<file path="src/rtl/wb_port_arbiter_if.sv">
// ============================================================================
// wb_port_arbiter_if : bundles the write-back request/grant bus of the
// register-file port arbiter. Revision: 1.0
// ============================================================================
`default_nettype none

interface wb_port_arbiter_if #(
  parameter int CNT_W = 16
);
  logic [3:0]       req;
  logic             rf_stall;
  logic [3:0]       grant;
  logic [1:0]       sel;
  logic             wb_en;
  logic             busy;
  logic [CNT_W-1:0] grant_cnt;

  modport master (
    input  req,
    input  rf_stall,
    output grant,
    output sel,
    output wb_en,
    output busy,
    output grant_cnt
  );

  modport slave (
    output req,
    output rf_stall,
    input  grant,
    input  sel,
    input  wb_en,
    input  busy,
    input  grant_cnt
  );
endinterface

`default_nettype wire

</file>
<file path="src/rtl/wb_port_arbiter.sv">
// ============================================================================
// wb_port_arbiter : registered round-robin arbiter for the single register-file
// write-back port shared by ALU, load, mul/div and link producers. Revision: 1.0
// ============================================================================
`default_nettype none

module wb_port_arbiter #(
  parameter int CNT_W = 16
) (
  input  logic              clk,
  input  logic              rst,
  wb_port_arbiter_if.master bus
);

  logic [3:0]       grant_q, grant_d;
  logic [1:0]       sel_q, sel_d;
  logic [1:0]       ptr_q, ptr_d;
  logic             wb_en_q, wb_en_d;
  logic             busy_q, busy_d;
  logic [CNT_W-1:0] cnt_q, cnt_d;

  logic [3:0]       elig;
  logic [1:0]       win;
  logic [1:0]       idx;
  logic             found;

  // The producer holding the grant still has req high this cycle; mask it.
  assign elig = bus.req & ~grant_q;

  // Descending scan so the lowest rotation offset from ptr wins.
  always_comb begin
    win   = '0;
    found = 1'b0;
    idx   = '0;
    for (int i = 3; i >= 0; i--) begin
      idx = ptr_q + 2'(i);
      if (elig[idx]) begin
        win   = idx;
        found = 1'b1;
      end
    end
  end

  always_comb begin
    grant_d = '0;
    sel_d   = sel_q;
    ptr_d   = ptr_q;
    wb_en_d = 1'b0;
    busy_d  = 1'b0;
    cnt_d   = cnt_q;
    if (bus.rf_stall) begin
      busy_d = |elig;
    end else if (found) begin
      grant_d = 4'b0001 << win;
      sel_d   = win;
      ptr_d   = win + 2'd1;
      wb_en_d = 1'b1;
      cnt_d   = cnt_q + CNT_W'(1);
      busy_d  = |(elig & ~(4'b0001 << win));
    end
  end

  always_ff @(posedge clk) begin
    if (rst) begin
      grant_q <= '0;
      sel_q   <= '0;
      ptr_q   <= '0;
      wb_en_q <= 1'b0;
      busy_q  <= 1'b0;
      cnt_q   <= '0;
    end else begin
      grant_q <= grant_d;
      sel_q   <= sel_d;
      ptr_q   <= ptr_d;
      wb_en_q <= wb_en_d;
      busy_q  <= busy_d;
      cnt_q   <= cnt_d;
    end
  end

  assign bus.grant     = grant_q;
  assign bus.sel       = sel_q;
  assign bus.wb_en     = wb_en_q;
  assign bus.busy      = busy_q;
  assign bus.grant_cnt = cnt_q;

endmodule

`default_nettype wire

</file>
<file path="src/flat_wrapper.sv">
// flat-port wrapper written by rule: the top's interface ports become plain ports
module wb_port_arbiter_flat 
#(
  parameter int CNT_W = 16
)
  (clk, rst, bus_req, bus_rf_stall, bus_grant, bus_sel, bus_wb_en, bus_busy, bus_grant_cnt);
  wb_port_arbiter_if #(.CNT_W(CNT_W)) bus_i ();
  input  logic clk;
  input  logic rst;
  input wire logic [$bits(bus_i.req)-1:0] bus_req;
  input wire logic [$bits(bus_i.rf_stall)-1:0] bus_rf_stall;
  output wire logic [$bits(bus_i.grant)-1:0] bus_grant;
  output wire logic [$bits(bus_i.sel)-1:0] bus_sel;
  output wire logic [$bits(bus_i.wb_en)-1:0] bus_wb_en;
  output wire logic [$bits(bus_i.busy)-1:0] bus_busy;
  output wire logic [$bits(bus_i.grant_cnt)-1:0] bus_grant_cnt;
  assign bus_i.req = bus_req;
  assign bus_i.rf_stall = bus_rf_stall;
  assign bus_grant = bus_i.grant;
  assign bus_sel = bus_i.sel;
  assign bus_wb_en = bus_i.wb_en;
  assign bus_busy = bus_i.busy;
  assign bus_grant_cnt = bus_i.grant_cnt;
  wb_port_arbiter #(.CNT_W(CNT_W)) u_core (.clk(clk), .rst(rst), .bus(bus_i));
endmodule
</file>
<file path="config.mk">
export PLATFORM = sky130hd
export DESIGN_NAME = wb_port_arbiter_flat
export DESIGN_NICKNAME = d
export VERILOG_FILES = /design/src/rtl/wb_port_arbiter_if.sv /design/src/rtl/wb_port_arbiter.sv /design/src/flat_wrapper.sv
export SDC_FILE = /design/constraint.sdc
export NUM_CORES = 1
export LEC_CHECK = 0
export ABC_AREA = 1
export CORE_MARGIN = 2
export CORE_UTILIZATION = 30
export DETAILED_ROUTE_END_ITERATION = 10
export HOLD_SLACK_MARGIN = 0.05
export PLACE_DENSITY_LB_ADDON = 0.12
export SLEW_MARGIN = 20
export SYNTH_ARGS = -nofsm -noshare
export SYNTH_HDL_FRONTEND = slang
export SYNTH_SLANG_ARGS = --single-unit
</file>
<file path="constraint.sdc">
create_clock -name clk -period 1.45 [get_ports clk]
set_input_delay 0.29 -clock clk [delete_from_list [all_inputs] [get_ports clk]]
set_output_delay 0.29 -clock clk [all_outputs]
set_load 0.05 [all_outputs]
</file>
==> Word level (Yosys, flattened, before mapping) <==
Cells that the tools add are included.
{ "word_totals": {"regBits": 26, "out_inout_bits": 24, "elab_cells": 46} }
{ "classes": {"n_addsub": 5, "n_lt_le_gt_ge": 4, "shift": 1, "muxes": 19, "bitwise": 6, "n_reduce_logical": 5} }
{ "ops": {"columns": ["cell", "n"], "rows": [
  ["16-bit by 1-bit adder with 16-bit output (second input constant)", 1],
  ["2-bit by 3-bit less-than comparator with 1-bit output (second input constant)", 4],
  ["1-bit 2-to-1 mux", 11],
  ["4-bit bitwise AND", 2],
  ["1-bit binary-select mux with 2-bit select", 4],
  ["2-bit 2-to-1 mux", 4],
  ["4-bit NOT", 2],
  ["4-bit OR reduction", 2],
  ["2-bit by 1-bit adder with 2-bit output (second input constant)", 2],
  ["2-bit adder (second input constant)", 2],
  ["1-bit by 2-bit << shifter with 4-bit output (first input constant)", 1],
  ["3-bit OR reduction", 1],
  ["1-bit NOT", 2],
  ["2-bit AND reduction", 1],
  ["2-bit OR reduction", 1]
]} }

==> Depth between registers and ports, before layout <==
Gate-level depths: netlist of the first run.
{ "logic_depth": {"depth_word": 14, "depth_mapped": 16, "ltp_nobuf": 15} }

==> Worst setup path after synthesis of the first run <==
No wires, ideal clock.
{ "synth_path": {"kind": "register -> register", "start": "register u_core.cnt_q[0] (netlist: u_core.bus.grant_cnt[0])", "end": "register u_core.cnt_q[14] (netlist: u_core.bus.grant_cnt[14])", "setup_time_ns": 0.120, "arrival_ns": 1.723, "t_required_ns": 1.330, "path_slack_ns": -0.393, "path_stages_with_launch": 9, "synth_period_minus_slack_ns": 1.843, "cell_sequence": "dfxtp_1 ha_1 inv_1 nor3_2 nand2_1 nor2_2 nand3_1 o21ai_0 a21oi_1"} }
{ "synth_via": {"elab_chain_cells": 1} }
{ "synth_lines": {"columns": ["element", "line_no", "text"], "rows": [
  ["start, declared", "wb_port_arbiter.sv:20", "logic [CNT_W-1:0] cnt_q, cnt_d;"],
  ["start signal, assigned", "wb_port_arbiter.sv:77", "cnt_q <= cnt_d;"],
  ["16-bit by 1-bit adder with 16-bit output", "wb_port_arbiter.sv:58", "cnt_d = cnt_q + CNT_W'(1);"]
]} }
Every way passes these cells.
A chain may end at the register's enable or synchronous reset.

==> Worst setup path after layout of the first run <==
{ "layout_path": {"start": "register u_core.ptr_q[0]", "end": "register u_core.busy_q (netlist: u_core.bus.busy)"} }
{ "layout_via": {"elab_chain_cells": 13, "elab_cells_between_ends": 25} }
{ "layout_lines": {"columns": ["element", "line_no", "text"], "rows": [
  ["start, declared", "wb_port_arbiter.sv:17", "logic [1:0] ptr_q, ptr_d;"],
  ["start signal, assigned", "wb_port_arbiter.sv:74", "ptr_q <= ptr_d;"],
  ["2-bit adder", "wb_port_arbiter.sv:36", "idx = ptr_q + 2'(i);"],
  ["1-bit binary-select mux with 2-bit select", "wb_port_arbiter.sv:37", "if (elig[idx]) begin"],
  ["1-bit 2-to-1 mux (implied by the code)", "wb_port_arbiter.sv:37", null],
  ["2-bit 2-to-1 mux (4 in series)", "wb_port_arbiter.sv:37", null],
  ["1-bit by 2-bit << shifter with 4-bit output", "wb_port_arbiter.sv:59", "busy_d = |(elig & ~(4'b0001 << win));"],
  ["4-bit NOT", "wb_port_arbiter.sv:59", null],
  ["4-bit bitwise AND", "wb_port_arbiter.sv:59", null],
  ["4-bit OR reduction", "wb_port_arbiter.sv:59", null],
  ["1-bit 2-to-1 mux *", "wb_port_arbiter.sv:53", "end else if (found) begin"],
  ["1-bit 2-to-1 mux *", "wb_port_arbiter.sv:51", "if (bus.rf_stall) begin"],
  ["end signal, assigned", "wb_port_arbiter.sv:76", "busy_q <= busy_d;"],
  ["end, declared", "wb_port_arbiter.sv:19", "logic busy_q, busy_d;"]
]} }
Mark *: on every way between the ends. The rest lies on a longest branch, timed or not. The select of a mux whose other input is x is not followed.

==> results of run 1 <==
==> Yosys cell counts <==
cell | n | area [sq um]
nor3b_1 | 1 | 7.510
inv_2 | 1 | 3.750
nand3_1 | 14 | 70.07
nand2_4 | 1 | 11.26
nand4_1 | 1 | 6.260
nor3_1 | 6 | 30.03
buf_6 | 1 | 11.26
o21bai_1 | 1 | 7.510
nor3_2 | 1 | 10.01
ha_1 | 1 | 12.51
nor2_2 | 1 | 6.260
nor2_4 | 1 | 11.26
clkbuf_1 | 2 | 7.510
dfxtp_1 | 26 | 520.5
clkinv_1 | 1 | 3.750
o21bai_2 | 1 | 11.26
a31oi_1 | 3 | 18.77
nand3_2 | 3 | 30.03
inv_1 | 27 | 101.4
nand2_1 | 41 | 153.9
o21ai_1 | 1 | 5.000
xor2_1 | 1 | 8.760
nand4_2 | 1 | 12.51
nor2_1 | 20 | 75.07
o21a_1 | 3 | 22.52
xnor2_1 | 1 | 8.760
o21ai_0 | 11 | 55.05
inv_4 | 1 | 6.260
nor3_4 | 1 | 16.27
o211ai_1 | 1 | 7.510
nand2_2 | 11 | 68.82
a21oi_1 | 11 | 55.05
==> registers in the layout, summed over array words and instances, names as in the netlist <==
register / cells
u_core.bus.grant_cnt: 16
u_core.bus.grant: 4
u_core.bus.sel: 2
u_core.ptr_q: 2
u_core.bus.busy: 1
u_core.bus.wb_en: 1
==> final timing paths <==
path / endpoint / start / cells after the start / slack (ns)
max: u_core.bus.busy / u_core.ptr_q[0] / 14 / -0.29
min: u_core.bus.grant_cnt[0] / u_core.bus.grant_cnt[0] / 1 / 0.46
max reg2reg: u_core.bus.busy / u_core.ptr_q[0] / 14 / -0.29
min reg2reg: u_core.bus.grant_cnt[0] / u_core.bus.grant_cnt[0] / 1 / 0.46
==> power groups by stage <==
stage               combinational (mW)  sequential (mW)  clock [mW]
floorplan                        0.530            0.958           0
global placement                  1.17            0.835           0
detailed placement                1.17            0.834           0
CTS                               1.37            0.843       0.483
global route                      1.85            0.860       0.507
finish                            1.73            0.853       0.462
==> timing repair <==
action,in CTS,in global routing
pin swaps,16,25
endpoints found under the setup margin,19,16
hold buffers,0,0
resized for setup,31,42
setup buffers,9,5
==> per-layer routing <==
metal / part of all wire [%] / wire length [microns] / track usage (%) / vias to the layer above
met4: 0.98 / 38 / 3.145 / 0
li1: - / - / - / 795
met2: 45 / 1764 / 22.74 / 31
met1: 50 / 1938 / 20.35 / 676
met5: 0 / 0 / 0 / -
met3: 3.9 / 151 / 3.938 / 4
==> cell families (layout without fill, tap and decap cells) <==
family | count (synthesis) | after routing | synth area share [%]
fa+ha+maj | 1 | 1 | 0.9089
flops | 26 | 26 | 37.82
compound gates | 32 | 32 | 13.27
buf+inv | 33 | 114 | 9.727
xor+xnor | 2 | 2 | 1.273
simple gates | 103 | 103 | 37.00
==> final cells by class <==
| type | count | area (sq um) |
|---|---|---|
| fillers | 368 | 1629 |
| clock buffers | 4 | 55.05 |
| inverters | 30 | 125.1 |
| repair buffers | 80 | 958.4 |
| well taps | 52 | 65.06 |
| multi-input cells | 138 | 988.4 |
| flip-flops and latches | 26 | 563.0 |
==> stage by stage <==
stage	setup TNS, ns	setup slack [ns]	utilization (%)
floorplan	-0.2559	-0.06103	-
global placement	-9.435	-0.5698	53.05
detailed placement	-9.625	-0.5945	53.05
CTS	-0.9457	-0.1892	58.08
global route	-3.065	-0.3709	62.84
finish	-1.582	-0.2939	62.84
==> results.json, run 1 <==
{
  "yosys_warnings": 0,
  "hold_viol": 0,
  "worst_slack_ns": -0.2939,
  "antenna_found_initial": 0,
  "clk_pin_slew_ns": 0.09,
  "cp.buffers_inverters": 2,
  "cellPowerDensity_nw_per_um2": 1105,
  "cpPeakStageDelay_ns": 0.42,
  "synth_fp_nets": 205,
  "swShare_pct": 39.01,
  "postLayoutCellArea_sq_um": 2755,
  "route.detailed.wl_per_inst_microns": 11.80,
  "core_area_sq_um": 4384,
  "drive_gt1_share_pct": 58.63,
  "mappedNetlistArea_sq_um": 1376,
  "stdcell_count": 330,
  "skew_ns": 0.002745,
  "pwr-share-comb_pct": 56.8,
  "start_util_pct": 31.39,
  "power_leakage_nw": 1.189,
  "arrival_ns": 1.91,
  "diodes": 0,
  "maxCapViolCount": 0,
  "post_dp_cell_area_sq_um": 2326,
  "crit_family": "simple AND/OR/NAND/NOR gates",
  "io_pins": 31,
  "max_freq_mhz": 573.4,
  "min_period_ns": 1.744,
  "whs_ns": 0.4555,
  "dr.pass1.iters": 4,
  "power_frac_seq_pct": 28.0,
  "cp-start-kind": "flip-flop",
  "setup-violations-final": 13,
  "slew_viol_final": 0,
  "ant_nets": 0,
  "end_kind": "flip-flop",
  "required_ns": 1.61,
  "vias_per_cell": 4.564,
  "crit_chain": "buf_12, nand3_2, nand2_2, nand2_2, nand2_1, inv_1, nand2_2, nand3_2, nand2_4, nand2_2, nand2_1, nand2_1, o21bai_1, nand2_1",
  "power_switching_mw": 1.188,
  "cts.sink_count": 26,
  "clk_path_buf_depth": 2,
  "final_common_cell": "buf_4",
  "area_growth_pct": 100.2,
  "peakVddDrop_mv": 0.9735,
  "wl_microns": 3893,
  "synth_seq_area_share_pct": 37.82,
  "grt_setup_unrepaired": "true",
  "grt_overflow": 0,
  "die_w_microns": 71.73,
  "cts_root_buf": "clkbuf_8",
  "hold_class": "flip-flop to flip-flop",
  "gp_congestion": 0.8353,
  "synth-seq-cells": 26,
  "cts_tree": "yes",
  "drcViolationCount": 0,
  "dp.cells": 313,
  "vias": 1506,
  "violations": "setup timing",
  "clk_latency_ns": 0.27,
  "drt_iter0_drc": 72,
  "intPower_mw": 1.857,
  "port_buffers": 30,
  "critical_path.slowest_cell": "dfxtp_4",
  "grt_pass1_wl_microns": 6085,
  "syn_inst": 197,
  "fin_total_pwr_mw": 3.045,
  "p_clk_share_pct": 15.2,
  "outcome": "finished, violations left",
  "final_cell_mix": "buf_4, buf_12, nand2_2, inv_1, nand2_1",
  "final_nets": 287,
  "die_area_sq_um": 5145,
  "h-tree-depth": 1,
  "grtUsageTotal_pct": 14.61,
  "cts_buffers": 3,
  "syn_avg_cell_area_sq_um": 6.986,
  "synth_cell_types": 32,
  "grt_pass1_vias": 1454,
  "slew_headroom_pct": 69.36,
  "hpwlAfterDp_microns": 2576,
  "crit_type": "flip-flop to flip-flop",
  "worstMarginPinSlew_ns": 0.4592,
  "die_h_microns": 71.73,
  "fp-row-count": 24,
  "period_share_pct": 120.3,
  "grt_max_degree": 15,
  "crit_fanout": 5
}
(Power assumes the default switching activity.)
==> inputs of run 2 (changes only) <==
- CAP_MARGIN: default -> 20
- GPL_ROUTABILITY_DRIVEN: default -> 0
==> results of run 2 <==
Same layout as run 1: the final DEF is identical, and so are final timing and power.
==> inputs of run 3 (changes only) <==
- CORE_MARGIN: 2 -> default
- HOLD_SLACK_MARGIN: 0.05 -> 0.06
- TNS_END_PERCENT: default -> 20
==> run 3 against run 2 <==
  * The flow still finishes with violations (setup timing)
  * Worst hold slack better by 0.033 ns
  * Design area down 8.7%
  * Register-to-register slack better by 0.11 ns
  * Critical path type unchanged
==> results.json, run 3 (synthesis gave the netlist of run 1 again) <==
{
  "grt_pass1_vias": 1361,
  "final_common_cell": "buf_4",
  "cts_buffers": 3,
  "grt_overflow": 0,
  "start_util_pct": 31.39,
  "cpPeakStageDelay_ns": 0.36,
  "min_period_ns": 1.634,
  "grt_pass1_wl_microns": 5920,
  "max_freq_mhz": 612.0,
  "cts_tree": "yes",
  "arrival_ns": 1.81,
  "setup-violations-final": 10,
  "skew_ns": 0.01007,
  "power_leakage_nw": 1.109,
  "cts_root_buf": "clkbuf_8",
  "die_w_microns": 69.73,
  "crit_type": "flip-flop to flip-flop",
  "die_area_sq_um": 4862,
  "antenna_found_initial": 0,
  "crit_chain": "buf_12, nand3_1, nand2_2, nand2_2, nand2_1, inv_1, nand2_2, nand2_2, nand2_4, nand2_4, o21ai_2, nand2_1, o21bai_1, nand2_1",
  "cp.buffers_inverters": 2,
  "diodes": 0,
  "route.detailed.wl_per_inst_microns": 10.94,
  "h-tree-depth": 1,
  "startpoint": "u_core.ptr_q[0]",
  "cp-start-kind": "flip-flop",
  "port_buffers": 30,
  "wl_microns": 3502,
  "grtUsageTotal_pct": 14.76,
  "cellPowerDensity_nw_per_um2": 1106,
  "vias": 1440,
  "vias_per_cell": 4.500,
  "period_share_pct": 112.7,
  "cts.sink_count": 26,
  "io_pins": 31,
  "drt_iter0_drc": 46,
  "fp-row-count": 24,
  "die_h_microns": 69.73,
  "clk_path_buf_depth": 2,
  "hpwlAfterDp_microns": 2609,
  "final_nets": 277,
  "peakVddDrop_mv": 0.6959,
  "hold_viol": 0,
  "critical_path.slowest_cell": "dfxtp_2",
  "drive_gt1_share_pct": 50.00,
  "dr.pass1.iters": 4,
  "maxCapViolCount": 0,
  "whs_ns": 0.4882,
  "tns_ns": -0.7676,
  "grt_setup_unrepaired": "true",
  "hold_class": "flip-flop to flip-flop",
  "holdCritStartpoint": "u_core.ptr_q[0]",
  "end_kind": "flip-flop",
  "final_cell_mix": "buf_4, nand2_1, buf_12, inv_1",
  "worst_slack_ns": -0.1839,
  "ant_nets": 0,
  "required_ns": 1.63,
  "outcome": "finished, violations left",
  "worstMarginPinSlew_ns": 0.3226,
  "area_growth_pct": 82.82,
  "slew_viol_final": 0,
  "crit_family": "simple AND/OR/NAND/NOR gates",
  "crit_top_cell": "nand2_2",
  "clk_latency_ns": 0.28,
  "r2r_start": "u_core.ptr_q[0]",
  "largest_reg_flops": 16,
  "grt_max_degree": 16,
  "drcViolationCount": 0,
  "violations": "setup timing",
  "clk_pin_slew_ns": 0.10,
  "slew_headroom_pct": 78.32,
  "crit_fanout": 9,
  "core_area_sq_um": 4384
}
-- run 3: report_power, final --
group / switching [mW] / leakage, nW / total (mW) / internal [mW]
Clock: 0.236 / 0.0357 / 0.606 / 0.370
Combinational: 0.727 / 0.852 / 1.35 / 0.628
Sequential: 0.0534 / 0.221 / 0.824 / 0.770
Total: 1.02 / 1.11 / 2.78 / 1.77
-- run 3: layout make-up --
cell class                 count  area [sq um]
fill                         393          1868
multi-input combinational    138         850.8
timing repair buffer          70         848.3
sequential                    26         560.5
inverter                      30         120.1
tap                           52         65.06
clock buffer                   3         41.29
clock inverter                 1         30.03
-- run 3: final timing paths --
check / endpoint / slack, ns / cells past startpoint
max: u_core.bus.busy / -0.18 / 14
max reg2reg: u_core.bus.busy / -0.18 / 14
min reg2reg: u_core.ptr_q[0] / 0.49 / 2
min: u_core.ptr_q[0] / 0.49 / 2
-- run 3: layer usage --
metal | part of all wire (%) | vias to the layer above | GRT usage [%]
met3 | 3.8 | 4 | 3.343
met2 | 46 | 26 | 24.81
met1 | 49 | 636 | 19.53
met5 | 0 | - | 0
met4 | 0.91 | 0 | 2.667
li1 | - | 774 | -
-- run 3: through the flow --
step	worst slack [ns]	util (%)	total power, mW	cells	cell area, sq um
after floorplan	-0.06103	-	1.464	197	1429
after global placement	-0.5455	52.25	1.942	311	2291
after detailed placement	-0.5728	52.25	1.943	311	2291
after CTS	-0.1683	55.57	2.645	318	2436
after global routing	-0.3231	57.39	2.941	320	2516
final	-0.1839	57.39	2.784	320	2516
-- run 3: repair_timing --
action | in CTS | in global routing
setup buffers | 3 | 2
hold buffers | 0 | 0
endpoints found under the setup margin | 21 | 19
pin swaps | 3 | 3
resized for setup | 18 | 19
-- run 3: tightest hold or removal path: cells and delay by family, from the launching register on --
kind	cells	cell delay (ns)
compound gates	1	0.05
flops	1	0.34
simple gates	1	0.06
